<file path="src/rtl/serial_to_parallel.sv">
// serial_to_parallel
//   Collects a serial bit stream, qualified by a valid strobe, into WIDTH-bit
//   words. A word is emitted when it fills up, or early as a zero-padded
//   partial word when flush is requested. The output is a one-cycle
//   data/valid pulse, with the number of received bits given in data_len_o.
//
// Parameters
//   WIDTH      output word width (>= 2)
//   MSB_FIRST  1: first received bit lands in data_o[WIDTH-1]
//              0: first received bit lands in data_o[0]
//
// Ports
//   clk_i       rising-edge clock
//   rst_n_i     asynchronous active-low reset
//   data_i      serial data bit, sampled when data_val_i=1
//   data_val_i  qualifies data_i
//   flush_i     emit the accumulated partial word
//   data_o      assembled word (held between pulses)
//   data_len_o  number of valid bits in data_o (1..WIDTH)
//   data_val_o  one-cycle pulse marking a new data_o/data_len_o
module serial_to_parallel #(
  parameter int unsigned WIDTH     = 8,
  parameter bit          MSB_FIRST = 1'b1,
  localparam int unsigned LW       = $clog2(WIDTH + 1)
) (
  input  logic             clk_i,
  input  logic             rst_n_i,
  input  logic             data_i,
  input  logic             data_val_i,
  input  logic             flush_i,
  output logic [WIDTH-1:0] data_o,
  output logic [LW-1:0]    data_len_o,
  output logic             data_val_o
);

  localparam logic [LW-1:0] LAST = LW'(WIDTH - 1);

  logic [WIDTH-1:0] sr_q, sr_d, sr_w;
  logic [LW-1:0]    cnt_q, cnt_d;
  logic [WIDTH-1:0] data_q, data_d;
  logic [LW-1:0]    len_q, len_d;
  logic             val_q, val_d;
  logic [LW-1:0]    pos;
  logic [LW-1:0]    fill;
  logic             emit;

  always_comb begin
    // Word as it stands after this cycle's intake; emitted words are taken
    // from here so a bit arriving alongside flush is included.
    sr_w = sr_q;
    pos  = MSB_FIRST ? (LAST - cnt_q) : cnt_q;
    for (int unsigned i = 0; i < WIDTH; i++) begin
      if (data_val_i && (LW'(i) == pos)) begin
        sr_w[i] = data_i;
      end
    end
    fill = cnt_q + LW'(data_val_i);

    // A full word and a flush in the same cycle collapse into one pulse.
    emit = (data_val_i && (cnt_q == LAST)) ||
           (flush_i && ((cnt_q != '0) || data_val_i));

    sr_d   = sr_w;
    cnt_d  = fill;
    data_d = data_q;
    len_d  = len_q;
    val_d  = 1'b0;

    if (emit) begin
      sr_d   = '0;
      cnt_d  = '0;
      data_d = sr_w;
      len_d  = fill;
      val_d  = 1'b1;
    end
  end

  always_ff @(posedge clk_i or negedge rst_n_i) begin
    if (!rst_n_i) begin
      sr_q   <= '0;
      cnt_q  <= '0;
      data_q <= '0;
      len_q  <= '0;
      val_q  <= 1'b0;
    end else begin
      sr_q   <= sr_d;
      cnt_q  <= cnt_d;
      data_q <= data_d;
      len_q  <= len_d;
      val_q  <= val_d;
    end
  end

  assign data_o     = data_q;
  assign data_len_o = len_q;
  assign data_val_o = val_q;

endmodule
</file>
<file path="config.mk">
export PLATFORM = sky130hd
export DESIGN_NAME = serial_to_parallel
export DESIGN_NICKNAME = d
export VERILOG_FILES = /design/src/rtl/serial_to_parallel.sv
export SDC_FILE = /design/constraint.sdc
export NUM_CORES = 1
export LEC_CHECK = 0
export BUFFER_PORTS_ARGS = -buffer_cell sky130_fd_sc_hd__buf_4
export CAP_MARGIN = 0
export CORE_MARGIN = 2
export CORE_UTILIZATION = 58
export DETAILED_ROUTE_END_ITERATION = 16
export PLACE_DENSITY_LB_ADDON = 0.3
export SLEW_MARGIN = 20
export SYNTH_ARGS = -nofsm -noshare
export SYNTH_HDL_FRONTEND = slang
export SYNTH_SLANG_ARGS = --single-unit
</file>
<file path="constraint.sdc">
create_clock -name clk_i -period 4.3 [get_ports clk_i]
set_input_delay 0.86 -clock clk_i [delete_from_list [all_inputs] [get_ports clk_i]]
set_output_delay 0.86 -clock clk_i [all_outputs]
set_load 0.005 [all_outputs]
</file>
# After elaboration in Yosys (flattened, before gate mapping)
# Cells that the tools add are included.
classes:
  shift: 0
  add_sub_neg: 2
  mux: 11
  n_div: 0
  eq_ne: 8
  multipliers: 0
  reduce_logical: 14
  n_bitwise: 0
  n_lt_le_gt_ge: 0
op_table:
  columns: ["op", "count"]
  rows:
  - ["$eq A3 B4 Y1 const A", 4]
  - ["$logic_and A1 B1 Y1", 10]
  - ["$mux W1", 9]
  - ["$eq A2 B4 Y1 const A", 2]
  - ["$mux W8", 1]
  - ["$add A4 B1 Y4", 1]
  - ["$eq A1 B4 Y1 const A", 1]
  - ["$eq A4 B3 Y1 const B", 1]
  - ["$logic_not A4 Y1", 1]
  - ["$mux W4", 1]
  - ["$reduce_bool A4 Y1", 1]
  - ["$sub A3 B4 Y4 const A", 1]
  - ["$logic_or A1 B1 Y1", 2]
totals:
  word_cells: 40
  regBits: 25
  out_inout_bits: 13
  ram_bits: 0
  rom_bits: 0
  latchBits: 0
  input_bits: 5
  mem_count: 0

# Longest topological paths before layout
# Gate-level depths: netlist (run 1).
depth:
  ltp_word: 5
  depth_mapped: 6
  mapped_depth_nobuf: 4

# Worst setup path after synthesis (run 1)
# OpenSTA, ideal clock, no wires.
synth_timing:
  path_type: "in2reg"
  from: "input data_val_i"
  to: "register data_q[6], in the netlist data_o[6]"
  t_arrival_ns: 1.576
  cell_stages: 4
  t_required_ns: 4.171
  path_slack_ns: 2.594
  setup_ns: 0.129
  path_cell_list: "nor3b_1 > nand3b_1 > mux2i_1 > mux2i_1"
synth_between:
  elab_chain_cells: 3
  word_cells_on_any_way: 6
  cone_classes: "1 x mux; 5 x reduce/logical"
synth_rtl:
  columns: ["item", "line_no", "source"]
  rows:
  - ["from (decl)", "29", "input logic data_val_i,"]
  - ["$logic_or A1 B1 Y1", "61", "(flush_i && ((cnt_q != '0) || data_val_i));"]
  - ["$logic_and A1 B1 Y1", "61", null]
  - ["$logic_or A1 B1 Y1", "60", "emit = (data_val_i && (cnt_q == LAST)) ||"]
  - ["to (signal assigned)", "88", "data_q <= data_d;"]
  - ["to (decl)", "40", "logic [WIDTH-1:0] data_q, data_d;"]
# Parallel ways exist; a longest one is shown, timed or not.
# A chain may end at the register's enable or synchronous reset.

# Worst setup path in the final report (run 1)
layout_timing:
  from: "register cnt_q[0]"
  to: "register len_q[1], in the netlist data_len_o[1]"
layout_between:
  elab_chain_cells: 4
  word_cells_on_any_way: 7
  cone_classes: "1 x add/sub; 1 x eq/ne; 5 x reduce/logical"
layout_rtl:
  columns: ["item", "line_no", "source"]
  rows:
  - ["from (decl)", "39", "logic [LW-1:0] cnt_q, cnt_d;"]
  - ["from (signal assigned)", "87", "cnt_q <= cnt_d;"]
  - ["parallel branches: the longest is 4 deep, another holds $add A4 B1 Y4", null, null]
  - ["to (signal assigned)", "89", "len_q <= len_d;"]
  - ["to (decl)", "41", "logic [LW-1:0] len_q, len_d;"]
# Several ways; the timed one is not identified.

==> metrics.txt, run 1 <==
minimum clock period=~1.9 ns; vias in the first global route=616; setup bufs post-CTS=0; M2 GR Usage=approximately 28%; CTS sink cnt=25; Pins Over Slew Limit=0; core area=1760 um2; worst vdd ir=between 0.4 and 0.5 mV; Synth warnings=0; Worst-Margin Slew=0.537 ns; Die X=48.0 um; fraction of power consumed by combinational cells=32.0%; layout cell share with drive strength beyond 1=about a quarter; CTS root buffer=clkbuf_4; # rows=15; Avg Synthesized Cell Area=~12 um2; synthesized cell area=between 1000 and 1500 um2; Syn Inst Count=93; die area=roughly 2300 um2; Yosys cell types=21; first-pass GRT wire length=approximately 2800 um; crit start category=flop; post-DP HPWL=about 1300 um; Seq pwr share=between 50% and 60%; Hold Path Class=in -> async; Pwr Total=about 0.64 mW; Post-Route WL=~1800 um; initial antenna violation count=0; clk_lat worst skew=just over 0.3 ns; Slew headroom=between 60% and 70%; CTS clock-pin slew for the worst setup and hold paths=0.14 ns; CP Capture Type=flop; Final #Nets=117; Post-CTS Resized=0; met3 Track Usage GR=around 2.3%; net switching power=roughly 0.21 mW; Vias=around 700; sequential area share after synthesis=between 50% and 60%; number of remaining DRC errors=0; CTS tree=yes; post-synthesis register bit count=25; Longest Clk Path Bufs=2; syn nets=100; I/O Buffers=17; WS Path Type=reg -> reg; GR peak layer=met2; starting density of the core=between 60% and 70%; CTS buffer count=3; RSZ-0062 raised after global routing=no; run status=completed; crit path DAT=about 2.1 ns; power per cell area=slightly above 500 nW/um2; DRT Pass-1 Iters=4; met1 Usage GRT=25.1%; Initial DRC Count=3; P_leak=between 0.6 and 0.7 nW; Max Clock Freq=~520 MHz; vias per cell=5.16; H-tree depth=1; Setup TNS=0 ns; Worst Path Required=around 4.5 ns; worst-path fanout max=23; Final period util=44.5%; clock share of power=15.9%; post-DR wirelength/cell=between 10 and 15 um; overflow left after global routing=0; fin util=72.1%; die height=about 48 um; ant diodes=0; Post-CTS Hold Buffers=0; max cap viols=0; Total GRT Usage=between 10% and 20%; largest net degree at the start of global routing=26; DRT antenna net count=0; Final Setup Violations=0; Layout area overhead=13.4%; final hold violation count=0; Clock Skews=0.00609 ns; Top Ports=18; Final Wtd Congestion=0.703; switching part of the total power=33.0%; Pint=approximately 0.43 mW
-- cell type report --
cell class | count | area (um2)
Clock buffer | 3 | 22.5
Clock inverter | 1 | 5.00
Fill cell | 138 | 492
Inverter | 10 | 37.5
Multi-Input combinational cell | 53 | 423
Sequential cell | 25 | 626
Tap cell | 25 | 31.3
Timing Repair Buffer | 17 | 128
-- cells by family (layout without fill, tap and decap cells) --
logic type	Yosys count	after routing	share of synthesized area (%)
buffers and inverters	15	31	6.58
muxes	20	20	18.1
adders and majority gates	2	2	2.23
DFF	25	25	55.7
AOI/OAI and AO/OA	2	2	3.23
and+or+nand+nor	27	27	12.6
xor gates and xnor gates	2	2	1.56
-- state kept, by name, indices dropped and copies added, names as in the netlist --
signal and count:
data_o 8, data_val_o 1, cnt_q 4, sr_q 8, data_len_o 4
-- power groups by stage --
stage | Sequential (mW) | Clock [mW] | Combinational (mW)
floorplan | 0.315 | 0 | 0.166
global placement | 0.334 | 0 | 0.199
detailed placement | 0.337 | 0 | 0.207
CTS | 0.332 | 0.104 | 0.208
global route | 0.339 | 0.110 | 0.226
finish | 0.333 | 0.102 | 0.205
-- synth_stat cells --
cell type / count / area [um2]
dfrtp_1: 25 / 626
nor3b_1: 3 / 22.5
nor2_1: 12 / 45.0
and4b_1: 1 / 10.0
o41ai_4: 1 / 27.5
nor3_1: 1 / 5.00
buf_2: 2 / 10.0
nand3_1: 2 / 10.0
nand3b_1: 3 / 22.5
inv_1: 10 / 37.5
mux2i_1: 18 / 180
xnor2_1: 1 / 8.76
and3_1: 2 / 12.5
nand2_1: 2 / 7.51
ha_1: 2 / 25.0
nand2_2: 1 / 6.26
o21ai_2: 1 / 8.76
mux2_2: 2 / 22.5
buf_6: 2 / 22.5
xor2_1: 1 / 8.76
buf_1: 1 / 3.75
-- critical path: stages (launching register included) --
cell and delay, ns:
dfrtp_1 0.54, o41ai_4 0.47, nand2_2 0.40, mux2_2 0.40
-- per-layer routing --
metal  share of wire, %  vias up
met4               0.34        0
met3                3.4        2
li1                   -      338
met5                  0        -
met2                 48       13
met1                 48      339
-- cells in the final DEF, fill, tap and decap left out, drive strengths merged --
| cell | netlist | final |
|---|---|---|
| clkinv | 0 | 1 |
| buf | 5 | 17 |
| nand2 | 3 | 3 |
| ha | 2 | 2 |
| xnor2 | 1 | 1 |
| nand3b | 3 | 3 |
| xor2 | 1 | 1 |
| o41ai | 1 | 1 |
| mux2i | 18 | 18 |
| clkbuf | 0 | 3 |
| nand3 | 2 | 2 |
| and4b | 1 | 1 |
| o21ai | 1 | 1 |
| nor3 | 1 | 1 |
| dfrtp | 25 | 25 |
| inv | 10 | 10 |
| nor2 | 12 | 12 |
| mux2 | 2 | 2 |
| and3 | 2 | 2 |
| nor3b | 3 | 3 |
-- per-stage QoR --
step                      area (um2)  cells  hold slack, ns  worst slack, ns
after floorplan                 1120     93           0.480             2.59
after global placement          1240    130           0.494             2.28
after detailed placement        1240    130           0.498             2.24
after CTS                       1270    134           0.426             2.40
after global routing            1270    134           0.428             2.31
final                           1270    134           0.420             2.39
-- final timing paths --
kind,start,end,slack (ns),depth (start not counted)
max,cnt_q[0],data_len_o[1],2.39,3
min,rst_n_i,data_o[7],0.42,1
max reg2reg,cnt_q[0],data_len_o[1],2.39,3
min reg2reg,data_len_o[1],data_len_o[1],0.53,1
max in group asynchronous,rst_n_i,cnt_q[2],3.65,1
min in group clk_i,data_len_o[1],data_len_o[1],0.53,1
No activity file was read; power rests on OpenSTA's default activity.
==> run 2, diff against run 1 <==
--- a/config.mk
+++ b/config.mk
@@ -8,7 +8,7 @@
 export BUFFER_PORTS_ARGS = -buffer_cell sky130_fd_sc_hd__buf_4
 export CAP_MARGIN = 0
 export CORE_MARGIN = 2
-export CORE_UTILIZATION = 58
+export CORE_UTILIZATION = 49
 export DETAILED_ROUTE_END_ITERATION = 16
 export PLACE_DENSITY_LB_ADDON = 0.3
 export SLEW_MARGIN = 20
==> constraint.sdc (replaced) <==
create_clock -name clk_i -period 1.6 [get_ports clk_i]
set_input_delay 0.32 -clock clk_i [delete_from_list [all_inputs] [get_ports clk_i]]
set_output_delay 0.32 -clock clk_i [all_outputs]
set_load 0.005 [all_outputs]
==> run 2 against run 1 <==
  * Setup slack got worse by 2.3 ns
  * Clock-buffer cell count rose by 1
  * Critical endpoint is now data_len_o[2]
  * First-iteration DRC count rose to 3.3 times the previous value
  * Via count rose by 0.72%
  * Routed wire length rose by 2.3%
  * Final cell count rose by 6.7%
==> metrics.txt, run 2 (synthesized netlist as in run 1, its figures left out) <==
Worst-Margin Slew=0.319 ns (-0.219 ns); die height=51.9 um (+8.1%); overflow left after global routing=0 (unchanged); Final #Nets=123 (+5.1%); area of the multi-input gates=438 um2 (+3.6%); clk_lat worst skew=0.30 ns (about the same); first-pass GRT wire length=3130 um (+12%); CTS clock-pin slew for the worst setup and hold paths=0.12 ns (-0.02 ns); Final Setup Violations=0 (unchanged); Total GRT Usage=16.0% (-1.5 points); Max Clock Freq=678 MHz (+30%); final worst setup slack=0.124 ns (-2.26 ns); P_leak=0.677 nW (+4.7%); post-DP HPWL=1360 um (+6.5%); Post-Route WL=1830 um (+2.3%); Hold Path Class=in -> reg; Pins Over Slew Limit=0 (unchanged); CTS sink cnt=25 (unchanged); worst-path fanout max=11 (-52%); max cap viols=0 (unchanged); register area=626 um2 (unchanged); Initial DRC Count=10 (+7); I/O Buffers=17 (unchanged); DRT antenna net count=0 (unchanged); final hold violation count=0 (unchanged); most common cell after layout, fill and taps aside=dfrtp_1; Die X=51.9 um (+8.1%); ant diodes=0 (unchanged); CTS root buffer=clkbuf_4; crit path DAT=1.66 ns (-0.46 ns); DRT Pass-1 Iters=4 (unchanged); Worst Path Required=1.79 ns (-2.72 ns); Top Ports=18 (unchanged); Filler cells=180 (+30%); worst vdd ir=0.998 mV (+130%); Layout area overhead=19.2%; # rows=17 (+2); vias in the first global route=711 (+15%); H-tree depth=1 (unchanged); largest net degree at the start of global routing=26 (unchanged); Slew headroom=78.7% (+15 points); Clock Skews=0.00150 ns (-0.00459 ns); die area=2690 um2 (+17%); CP Capture Type=flop; number of remaining DRC errors=0 (unchanged); vias per cell=4.87 (-5.6%); initial antenna violation count=0 (unchanged); Placement Setup Slack=0.128 ns (-2.12 ns); Final period util=92.2% (+48 points); minimum clock period=1.48 ns (-0.437 ns); CTS buffer count=3 (unchanged); power per cell area=1330 nW/um2 (+160%); run status=completed; CTS tree=yes; Vias=697 (+0.72%); core area=2190 um2 (+24%); starting density of the core=51.2% (-12 points); Longest Clk Path Bufs=2 (unchanged); most frequent cells in the layout=25 x dfrtp_1, 22 x buf_4, 18 x mux2i_1; Setup TNS=0 ns (unchanged); crit start category=flop; RSZ-0062 raised after global routing=yes; post-DR wirelength/cell=12.8 um (-4.1%); layout cell share with drive strength beyond 1=28.7% (+4.8 points); WS Path Type=reg -> reg; Final Wtd Congestion=0.785 (+12%)
==> run 2: per-layer routing <==
metal	vias up	share of wire, %	GRT usage (%)
li1	349	-	-
met2	17	50	25.5
met4	0	0.87	6.58
met3	2	3.3	3.45
met1	329	46	21.1
met5	-	0	0
==> run 2: worst max-delay path, stage by stage, from the launching register on <==
cell and delay [ns]:
dfrtp_1 0.47, o41ai_4 0.43, nand2_2 0.13, buf_4 0.21, mux2i_1 0.12
==> run 2: per-stage QoR <==
step	total power [mW]	utilization (%)	std cells	cell area, um2	hold slack, ns
2_1_floorplan	1.29	-	93	1120	0.0244
3_3_place_gp	1.50	58.7	138	1290	0.236
3_5_place_dp	1.53	58.7	138	1290	0.239
4_1_cts	1.79	60.4	143	1320	0.355
5_1_grt	1.91	61.1	143	1340	0.359
6_report	1.78	61.1	143	1340	0.355
==> run 2: area by class of cell <==
| class | count | area share (%) |
|---|---|---|
| flip-flops and latches | 25 | 46.8 |
| repair buffers | 23 | 13.1 |
| well taps | 28 | 2.62 |
| clock buffers | 4 | 1.96 |
| inverters | 10 | 2.81 |
| multi-input cells | 53 | 32.7 |
==> run 2: path summary, 6_finish.rpt <==
| kind | from | end | slack, ns | depth (start not counted) |
|---|---|---|---|---|
| worst max-delay path | cnt_q[0] | data_len_o[2] | 0.12 | 4 |
| worst min-delay path | data_i | sr_q[4] | 0.35 | 3 |
| worst max register to register | cnt_q[0] | data_len_o[2] | 0.12 | 4 |
| worst min register to register | data_len_o[3] | data_len_o[3] | 0.53 | 2 |
| max in group asynchronous | rst_n_i | sr_q[0] | 0.93 | 2 |
| min in group asynchronous | rst_n_i | data_len_o[3] | 0.44 | 2 |
==> run 2: power breakdown <==
part,internal (mW),leakage [nW],switching [mW]
combinational,0.351,0.323,0.310
sequential,0.762,0.339,0.0970
clock,0.0970,0.0150,0.164
total,1.21,0.677,0.571
==> run 2: repair_timing <==
item	4_1_cts	5_1_grt
hold buffers	1	0
buffers inserted	0	0
endpoints found under the setup margin	0	2
gates resized for setup	0	3
endpoints found under the hold margin	25	0
==> run 3, diff against run 2 <==
--- a/config.mk
+++ b/config.mk
@@ -8,7 +8,7 @@
 export BUFFER_PORTS_ARGS = -buffer_cell sky130_fd_sc_hd__buf_4
 export CAP_MARGIN = 0
 export CORE_MARGIN = 2
-export CORE_UTILIZATION = 49
+export CORE_UTILIZATION = 58
 export DETAILED_ROUTE_END_ITERATION = 16
 export PLACE_DENSITY_LB_ADDON = 0.3
 export SLEW_MARGIN = 20
==> constraint.sdc (replaced) <==
create_clock -name clk_i -period 1.8 [get_ports clk_i]
set_input_delay 0.36 -clock clk_i [delete_from_list [all_inputs] [get_ports clk_i]]
set_output_delay 0.36 -clock clk_i [all_outputs]
set_load 0.01 [all_outputs]
==> run 3 against run 2 <==
  * Critical path depth did not move
  * Clock skew increased by 0.0084 ns
  * Die area decreased by 14%
  * Maximum frequency shrank 6.0%
  * Sequential share of layout area is 1.4 points higher
  * Core utilization grew 12 points
  * Power fell by 12%
  * Flip-flop and latch count did not move
  * Setup slack improved by 0.11 ns
  * Clock-buffer cell count decreased by 1
  * Register-to-register slack improved by 0.11 ns
  * Critical path type unchanged
  * Largest cell class unchanged
==> metrics.txt, run 3 (synthesized netlist as in run 1, its figures left out) <==
CTS buffer count=3 (unchanged); CTS clock-pin slew for the worst setup and hold paths=0.14 ns (+0.02 ns); Max Clock Freq=637 MHz (-6.0%); overflow left after global routing=0 (unchanged); Final period util=87.2% (-5.0 points); Setup TNS=0 ns (unchanged); layout cell share with drive strength beyond 1=25.0% (-3.7 points); Placement Setup Slack=0.217 ns (+0.0888 ns); CP Capture Type=flop; clk_lat worst skew=0.32 ns (+0.02 ns); Worst-Margin Slew=0.437 ns (+0.118 ns); worst-path fanout max=6 (-5); CTS sink cnt=25 (unchanged); power per cell area=1210 nW/um2 (-9.2%); most common cell after layout, fill and taps aside=dfrtp_1; Final #Nets=120 (-2.4%); hold path cells=3 (unchanged); ant diodes=0 (unchanged); Longest Clk Path Bufs=2 (unchanged); I/O Buffers=17 (unchanged); crit path DAT=1.78 ns (+0.12 ns); Worst Path Required=2.01 ns (+0.22 ns); DRT antenna net count=0 (unchanged); WS Path Type=reg -> reg; final hold violation count=0 (unchanged); Pins Over Slew Limit=0 (unchanged); crit start category=flop; core area=1760 um2 (-19%); die area=2300 um2 (-14%); vias in the first global route=628 (-12%); Layout area overhead=15.6%; Hold Path Class=in -> reg; Hold EP=sr_q[3]; CTS root buffer=clkbuf_4; post-DR wirelength/cell=12.5 um (-2.1%); Post-CTS Resized=0 (unchanged); RSZ-0062 raised after global routing=no; starting density of the core=63.6% (+12 points); # rows=15 (-2); setup bufs post-CTS=0 (unchanged); CTS tree=yes; Die X=48.0 um (-7.5%); minimum clock period=1.57 ns (+0.0944 ns); vias per cell=5.01 (+2.7%); number of remaining DRC errors=0 (unchanged); final worst setup slack=0.230 ns (+0.106 ns); DRT Pass-1 Iters=3 (-1); die height=48.0 um (-7.5%); post-DP HPWL=1260 um (-7.5%); run status=completed; Total GRT Usage=17.5% (+1.5 points); r2r endpoint=data_o[1]; P_leak=0.660 nW (-2.5%); first-pass GRT wire length=2770 um (-12%); worst vdd ir=0.925 mV (-7.4%); Post-Route WL=1720 um (-6.2%); Clock Skews=0.00994 ns (+0.00844 ns); Slew headroom=70.8% (-7.9 points); min-delay src=data_i; Worst Reg-to-Reg Cells=4 (unchanged); Vias=686 (-1.6%); initial antenna violation count=0 (unchanged); Final Wtd Congestion=0.737 (-6.1%); Final Setup Violations=0 (unchanged); Initial DRC Count=10 (unchanged); most frequent cells in the layout=25 x dfrtp_1, 19 x buf_4, 18 x mux2i_1; worst r2r src=cnt_q[2]; Top Ports=18 (unchanged); H-tree depth=1 (unchanged); reg-to-reg slack, setup=0.23 ns (+0.11 ns); max cap viols=0 (unchanged); largest net degree at the start of global routing=26 (unchanged)
[run 3: per-stage QoR]
step | area, um2 | instances | total power, mW | util [%] | hold WS (ns)
after global placement | 1260 | 132 | 1.32 | 71.4 | 0.275
after CTS | 1300 | 137 | 1.58 | 73.5 | 0.380
after detailed placement | 1260 | 132 | 1.34 | 71.4 | 0.279
final | 1300 | 137 | 1.57 | 73.5 | 0.381
after floorplan | 1120 | 93 | 1.18 | - | 0.0644
after global routing | 1300 | 137 | 1.67 | 73.5 | 0.392
[run 3: per-layer routing]
| layer | vias up | routed length (um) | track usage [%] |
|---|---|---|---|
| met5 | - | 0 | 0 |
| met4 | 0 | 19 | 8.11 |
| met3 | 2 | 45 | 2.26 |
| met2 | 12 | 844 | 28.0 |
| met1 | 329 | 809 | 23.7 |
| li1 | 343 | - | - |
[run 3: cell type report]
class | instances | area (um2)
fillers | 142 | 467
repair buffers | 20 | 153
inverters | 10 | 37.5
well taps | 25 | 31.3
clock buffers | 3 | 22.5
clock inverters | 1 | 5.00
multi-input cells | 53 | 423
flip-flops and latches | 25 | 626
[run 3: worst max-delay path by stage]
| stage | from | to | slack, ns | cells past startpoint |
|---|---|---|---|---|
| global route | cnt_q[2] | data_o[1] | 0.14 | 4 |
| floorplan | cnt_q[0] | data_len_o[2] | 0.39 | 5 |
| finish | cnt_q[2] | data_o[1] | 0.23 | 4 |
| CTS | cnt_q[3] | data_o[1] | 0.22 | 4 |
| detailed placement | cnt_q[3] | data_o[1] | 0.22 | 4 |
| global placement | cnt_q[3] | data_o[1] | 0.32 | 4 |
[run 3: critical path: stages, from the launching register on]
cell	delay, ns
dfrtp_1	0.51
nand3b_1	0.20
nor3b_1	0.30
mux2i_1	0.34
mux2i_1	0.12
[run 3: where the power goes]
part | switching [mW] | internal (mW)
clock network | 0.163 | 0.0832
logic | 0.249 | 0.283
registers | 0.114 | 0.677
[run 3: repair_timing]
item                                   4_1_cts  5_1_grt
hold buffers                                 1        0
setup endpoints to repair                    0        0
endpoints found under the hold margin       25        0
